File: config.mk
export PLATFORM = sky130hd
export DESIGN_NAME = start_bit_detector
export DESIGN_NICKNAME = d
export VERILOG_FILES = /design/src/rtl/uart_pkg.sv /design/src/rtl/start_bit_detector.sv
export SDC_FILE = /design/constraint.sdc
export NUM_CORES = 1
export LEC_CHECK = 0
export BUFFER_PORTS_ARGS = -buffer_cell sky130_fd_sc_hd__buf_4
export CAP_MARGIN = 0
export CORE_MARGIN = 3
export CORE_UTILIZATION = 30
export DETAILED_ROUTE_END_ITERATION = 10
export PLACE_DENSITY = 0.52
export SLEW_MARGIN = 20
export SYNTH_ARGS = -nofsm -noshare
export SYNTH_HDL_FRONTEND = slang
export SYNTH_SLANG_ARGS = --single-unit
File: constraint.sdc
create_clock -name clk -period 1.69 [get_ports clk]
set_input_delay 0.507 -clock clk [delete_from_list [all_inputs] [get_ports clk]]
set_output_delay 0.507 -clock clk [all_outputs]
set_load 0.01 [all_outputs]
File: src/rtl/uart_pkg.sv
`default_nettype none
// ============================================================================
//  Module      : uart_pkg
//  Description : Types and default constants shared by the UART RX/TX blocks.
//                Holds the start-bit detector state encoding and its default
//                qualification / assertion sample counts.
//  Revision    : 1.0 - initial release
// ============================================================================
package uart_pkg;

  // Start-bit detector FSM states.
  typedef enum logic [1:0] {
    ST_IDLE     = 2'd0,
    ST_QUALIFY  = 2'd1,
    ST_WAIT     = 2'd2,
    ST_DETECTED = 2'd3
  } start_det_state_t;

  // Consecutive low samples (from the first low) needed to accept a start bit.
  localparam int unsigned MIN_LOW_SAMPLES_DEFAULT = 4;
  // Edge, counted from the first low sample (=1), on which the flag rises.
  localparam int unsigned ASSERT_SAMPLE_DEFAULT   = 9;

endpackage : uart_pkg
`default_nettype wire

File: src/rtl/start_bit_detector.sv
`default_nettype none
// ============================================================================
//  Module      : start_bit_detector
//  Description : UART RX front end. Watches the idle-high serial line (one
//                sample per clk) and qualifies a falling edge as a start bit.
//                Low glitches shorter than MIN_LOW_SAMPLES are rejected. Once
//                qualified, a sticky flag registers high on edge ASSERT_SAMPLE
//                counted from the first low sample, and holds until rst.
//  Ports       : clk                - rising-edge clock, one data sample/edge
//                rst                - synchronous active-high reset
//                data               - serial line (idle 1), already synced
//                start_bit_detected - registered sticky detection flag
//  Revision    : 1.0 - initial release
// ============================================================================
module start_bit_detector
  import uart_pkg::*;
#(
  parameter int unsigned MIN_LOW_SAMPLES = MIN_LOW_SAMPLES_DEFAULT,
  parameter int unsigned ASSERT_SAMPLE   = ASSERT_SAMPLE_DEFAULT
) (
  input  logic clk,
  input  logic rst,
  input  logic data,
  output logic start_bit_detected
);

  localparam int unsigned CNT_W = $clog2(ASSERT_SAMPLE + 1);

  localparam logic [CNT_W-1:0] C_ONE_CNT    = CNT_W'(1);
  localparam logic [CNT_W-1:0] C_MIN_CNT    = CNT_W'(MIN_LOW_SAMPLES);
  localparam logic [CNT_W-1:0] C_ASSERT_CNT = CNT_W'(ASSERT_SAMPLE);

  generate
    if ((MIN_LOW_SAMPLES < 1) || (MIN_LOW_SAMPLES > ASSERT_SAMPLE)) begin : g_param_check
      $error("start_bit_detector: need 1 <= MIN_LOW_SAMPLES <= ASSERT_SAMPLE");
    end
  endgenerate

  start_det_state_t state_q, state_d;
  logic [CNT_W-1:0] cnt_q, cnt_d;
  logic             flag_q, flag_d;
  logic [CNT_W-1:0] w_cnt_inc;

  // Saturating increment: the counter never wraps past ASSERT_SAMPLE.
  assign w_cnt_inc = (cnt_q >= C_ASSERT_CNT) ? cnt_q : (cnt_q + C_ONE_CNT);

  always_comb begin
    state_d = state_q;
    cnt_d   = cnt_q;

    case (state_q)
      ST_IDLE: begin
        if (!data) begin
          // First low sample counts as sample 1. Small parameter values may
          // already satisfy qualification or assertion on this very edge.
          cnt_d = C_ONE_CNT;
          if (C_ONE_CNT >= C_ASSERT_CNT) begin
            state_d = ST_DETECTED;
          end else if (C_ONE_CNT >= C_MIN_CNT) begin
            state_d = ST_WAIT;
          end else begin
            state_d = ST_QUALIFY;
          end
        end
      end

      ST_QUALIFY: begin
        if (data) begin
          // Glitch: fully re-arm so a real start bit right after is not lost.
          state_d = ST_IDLE;
          cnt_d   = '0;
        end else begin
          cnt_d = w_cnt_inc;
          if (w_cnt_inc >= C_ASSERT_CNT) begin
            state_d = ST_DETECTED;
          end else if (w_cnt_inc >= C_MIN_CNT) begin
            state_d = ST_WAIT;
          end
        end
      end

      ST_WAIT: begin
        // Line value is irrelevant here; only the sampling point matters.
        cnt_d = w_cnt_inc;
        if (w_cnt_inc >= C_ASSERT_CNT) begin
          state_d = ST_DETECTED;
        end
      end

      ST_DETECTED: begin
        state_d = ST_DETECTED;
      end

      default: begin
        state_d = ST_IDLE;
        cnt_d   = '0;
      end
    endcase

    // Flag tracks the registered state so it rises on the same edge the FSM
    // enters DETECTED and stays high as long as the FSM remains there.
    flag_d = (state_d == ST_DETECTED);
  end

  always_ff @(posedge clk) begin
    if (rst) begin
      state_q <= ST_IDLE;
      cnt_q   <= '0;
      flag_q  <= 1'b0;
    end else begin
      state_q <= state_d;
      cnt_q   <= cnt_d;
      flag_q  <= flag_d;
    end
  end

  assign start_bit_detected = flag_q;

endmodule : start_bit_detector
`default_nettype wire

Word-level counts from Yosys, hierarchy flattened
Cells that the tools add are included.

storage, ports and cells
  register bits after elaboration = 7
  input port bits = 3
  output and inout bits = 1
  logic and storage cells = 25

operators by class
  add/sub/neg operators = 1
  order comparisons = 3
  equality and inequality tests = 5
  muxes and demuxes = 10
  reduce and logical (&&, ||, !) cells = 3

operator list
  cell                                                                                  count
  4-bit two-way mux                                                                     3
  4-bit one-hot mux with 3 select lines                                                 1
  2-bit two-way mux                                                                     5
  4-bit greater-or-equal comparator (second input constant)                             2
  2-bit one-hot mux with 4 select lines                                                 1
  2-bit == test (second input constant)                                                 3
  4-bit by 1-bit adder with 4-bit output (second input constant)                        1
  4-bit by 3-bit greater-or-equal comparator with 1-bit output (second input constant)  1
  3-bit nonzero test                                                                    1
  2-bit by 1-bit == test with 1-bit output (second input constant)                      1
  2-bit logical NOT                                                                     1
  2-bit inequality test (second input constant)                                         1
  2-bit AND reduction                                                                   1

Depth between registers and ports, before layout
  depth after elaboration = 8
  gate-level depth with buffers = 6
  depth with buffers taken out = 6

Worst setup path before layout
No wires, ideal clock.

  kind = register -> register
  start = reg state_q[0]
  end = reg flag_q, in the netlist start_bit_detected
  arrival = 1422 ps
  data required time = 1554 ps
  path slack = 131 ps
  stages on the path, launching flop included = 6
  clock period less this slack = 1559 ps
  cell sequence = dfxtp_1 -> inv_1 -> ha_1 -> or4_1 -> o21ai_0 -> a31oi_1

between the ends
  longest elaborated chain between the ends = 5
  elaborated cells on any way between the ends = 11
  classes of those cells = eq/ne (4); mux (6); reduce/logical (1)

RTL lines
  item                                     line                       text
  start, declared                          start_bit_detector.sv:39   start_det_state_t state_q, state_d;
  start signal, assigned                   start_bit_detector.sv:111  state_q <= state_d;
  2-bit two-way mux                        start_bit_detector.sv:76   end else if (w_cnt_inc >= C_MIN_CNT) begin
  2-bit two-way mux                        start_bit_detector.sv:74   if (w_cnt_inc >= C_ASSERT_CNT) begin
  2-bit two-way mux                        start_bit_detector.sv:68   if (data) begin
  2-bit one-hot mux with 4 select lines *  start_bit_detector.sv:51   case (state_q)
  2-bit == test *                          start_bit_detector.sv:102  flag_d = (state_d == ST_DETECTED);
  end signal, assigned                     start_bit_detector.sv:113  flag_q <= flag_d;
  end, declared                            start_bit_detector.sv:41   logic flag_q, flag_d;

Every way passes the cells marked *; elsewhere a longest branch is shown, timed or not.
A chain may end at the register's enable or synchronous reset.

Final worst setup path
Ends and elaborated chain as after synthesis.

==> impl_metrics.csv <==
group,metric,value,unit
placement,hpwlAfterDp,997,µm
sta,rsz0062_at_grt,"false",
critical_path,crit_arrival,1.68,ns
critical_path,slowest_delay,0.46,ns
critical_path,cp_max_fo,4,
synthesis,synth_seq_cells,7,
clock_tree,numCtsBuffers,3,
sta,final-setup-viol-count,0,
clock_tree,cts_buffer_depth,2,
detailed_routing,via_count,578,
sta,report.final.slew_viol_count,0,
global_route,grt_antenna_before_repair,0,
synthesis,synth-main-ff-cell,"dfxtp_1",
sta,setup_slack,0.131,ns
sta,final.period_utilization,92.3,%
synthesis,yosys.area.top_type,"dfxtp_1",
pwr,p_per_area,612,mW/mm²
synthesis,syn-num-nets,83,
critical_path,worst_path_max_delay_cell,"or4_1",
critical_path,timing.rr.end,"start_bit_detected$_SDFF_PP0_",
global_route,overflow,0,
finish,n_antenna_cell,0,
detailed_routing,wl_per_cell,13.1,µm
sta,skew,0.00413,ns
detailed_routing,vias_per_cell,5.40,
pwr,ir_drop,348,µV
clock_tree,holdBufCountCts,0,
detailed_routing,routed_wl,1400,µm
run,cap_viol_max_count,0,
sta,slew_headroom,74.9,%
global_route,grt_pass1_wl,2440,µm
sta,max_freq,641,MHz
synthesis,yosysWarnings,0,
critical_path,cp_cell_sequence,"inv_1 > ha_1 > or4_1 > o21ai_0 > a31oi_1",
detailed_routing,drc,0,
synthesis,yosysMostFrequentCell,"ha_1",
synthesis,yosys.cell_types.count,31,
clock_tree,clock_latency,0.25,ns
min_path,holdPathStages,2,
synthesis,yosys-top-cells-area,"dfxtp_1 (23%), ha_1 (19%), a21oi_1 (4.9%)",
detailed_routing,drt_iter0_drc,10,
critical_path,cp_top_family,"simple AND/OR/NAND/NOR gates",
clock_tree,ctsResizeCount,0,
status,status,"finished, final reports clean",
die,die_w,51.0,µm
global_route,grt_usage,12.1,%
synthesis,synth_edf_count,0,
sta,tightestPinTransition,0.377,ns
pwr,p_leak,0.304,nW
critical_path,reg2reg_depth,5,
detailed_routing,dr.pass1.iters,4,
synthesis,synth_top_area_share,23.1,%
clock_tree,cts_sinks,7,
global_route,grt_pass1_vias,556,
placement,io_buffers,3,
finish,nNetsFinal,95,
placement,dp.cells,103,
die,placementRows,15,
finish,drive_gt1_share,22.0,%
min_path,min_from,"rst",
synthesis,synth-seq-area-share,23.1,%
clock_tree,cts_root_buf,"clkbuf_4",
min_path,hold_class,"primary input to register",
synthesis,syn_area_per_cell,8.55,µm²
sta,hold_viol,0,
clock_tree,postCtsSetupBuffers,0,
die,die-area,0.00260,mm²
die,fp.coreArea,0.00182,mm²
critical_path,critPathCaptureType,"register",
die,ios,4,
clock_tree,htreeDepth,1,
sta,setup-tns-final,0,ns
critical_path,crit_type,"register to register",
critical_path,crit_required,1.81,ns
critical_path,r2r-start,"state_q[0]$_SDFF_PP0_",
placement,gp_congestion,0.800,
synthesis,synth_common_cells,"ha_1 (9), inv_1 (8), dfxtp_1 (7)",
die,start_util,33.3,%
placement,pre_cts_ws,0.0784,ns
clock_tree,clkTransAtPathRegs,0.05,ns
sta,period_minus_slack,1.56,ns
finish,stdcell_count,107,
synthesis,syn_area,607,µm²
die,dieHeight,51.0,µm
critical_path,critPathBufInv,1,
finish,utilization,39.9,%
detailed_routing,final_antenna_net_count,0,
min_path,holdPathEnd,"state_q[0]$_SDFF_PP0_",
synthesis,syn_inst,71,
finish,syn_to_final_growth,19.8,%
critical_path,crit_path_start_kind,"register",
global_route,grt_max_degree,9,
critical_path,r2r_setup_slack,0.13,ns
synthesis,async_flop_share,0,%
clock_tree,cts_tree,"built",
sta,whs,0.469,ns
## final cells by class
cell class | count | area, µm²
well taps | 25 | 31.3
multi-input cells | 55 | 438
clock buffers | 4 | 26.3
inverters | 8 | 30.0
flip-flops and latches | 7 | 141
fillers | 191 | 1090
repair buffers | 8 | 60.1
## routing by layer
metal / vias to the layer above / global-route usage, % / routed length (µm)
met4: 0 / 3.59 / 0
met3: 0 / 4.08 / 50
li1: 286 / - / -
met1: 281 / 16.7 / 696
met5: - / 0 / 0
met2: 11 / 17.6 / 654
## cell families (layout without fill, tap and decap cells)
group,Yosys count,after routing,share of synthesized area [%]
AOI/OAI and AO/OA,25,25,31.3
adders and majority gates,9,9,18.6
buffers and inverters,9,20,6.80
DFF,7,7,23.1
and+or+nand+nor,21,21,20.2
## metrics by stage
step | power, mW | area (µm²)
2_1_floorplan | 0.259 | 607
3_3_place_gp | 0.294 | 687
3_5_place_dp | 0.292 | 687
4_1_cts | 0.445 | 713
5_1_grt | 0.474 | 727
6_report | 0.445 | 727
## layout by cell type (no fill, tap or decap), types with 2 or more instances in the layout
cell | netlist | routed
nor2_1 | 3 | 3
a31oi_1 | 3 | 3
a21oi_1 | 6 | 6
nand2_1 | 5 | 5
ha_1 | 9 | 9
buf_4 | 0 | 8
nand4_1 | 3 | 3
and3b_1 | 2 | 2
dfxtp_1 | 7 | 6
clkbuf_4 | 0 | 3
nand2b_1 | 2 | 2
o21ai_0 | 2 | 2
inv_1 | 8 | 8
## worst max-delay path by stage
stage	endpoint	start	depth (start not counted)	slack (ns)
final	start_bit_detected$_SDFF_PP0_	state_q[0]$_SDFF_PP0_	5	0.13
after global routing	cnt_q[1]$_SDFFE_PP0P_	cnt_q[0]$_SDFFE_PP0P_	6	0.005
after CTS	start_bit_detected$_SDFF_PP0_	state_q[1]$_SDFF_PP0_	6	0.05
after detailed placement	state_q[0]$_SDFF_PP0_	data	5	0.08
after global placement	state_q[0]$_SDFF_PP0_	data	5	0.04
after floorplan	start_bit_detected$_SDFF_PP0_	state_q[0]$_SDFF_PP0_	5	0.13
## report_power, final
| part | internal [mW] | switching, mW |
|---|---|---|
| Clock | 0.0901 | 0.0616 |
| Combinational | 0.0540 | 0.0633 |
| Sequential | 0.171 | 0.00522 |
## worst reg2reg max path, stage by stage, from the launching register on
cell	delay [ns]
dfxtp_1	0.32
inv_1	0.09
ha_1	0.22
or4_1	0.46
o21ai_0	0.27
a31oi_1	0.08
## flip-flops by register name, summed over array words and instances (netlist names)
signal	flops
cnt_q	4
start_bit_detected	1
state_q	2
No activity file was read; power rests on OpenSTA's default activity.
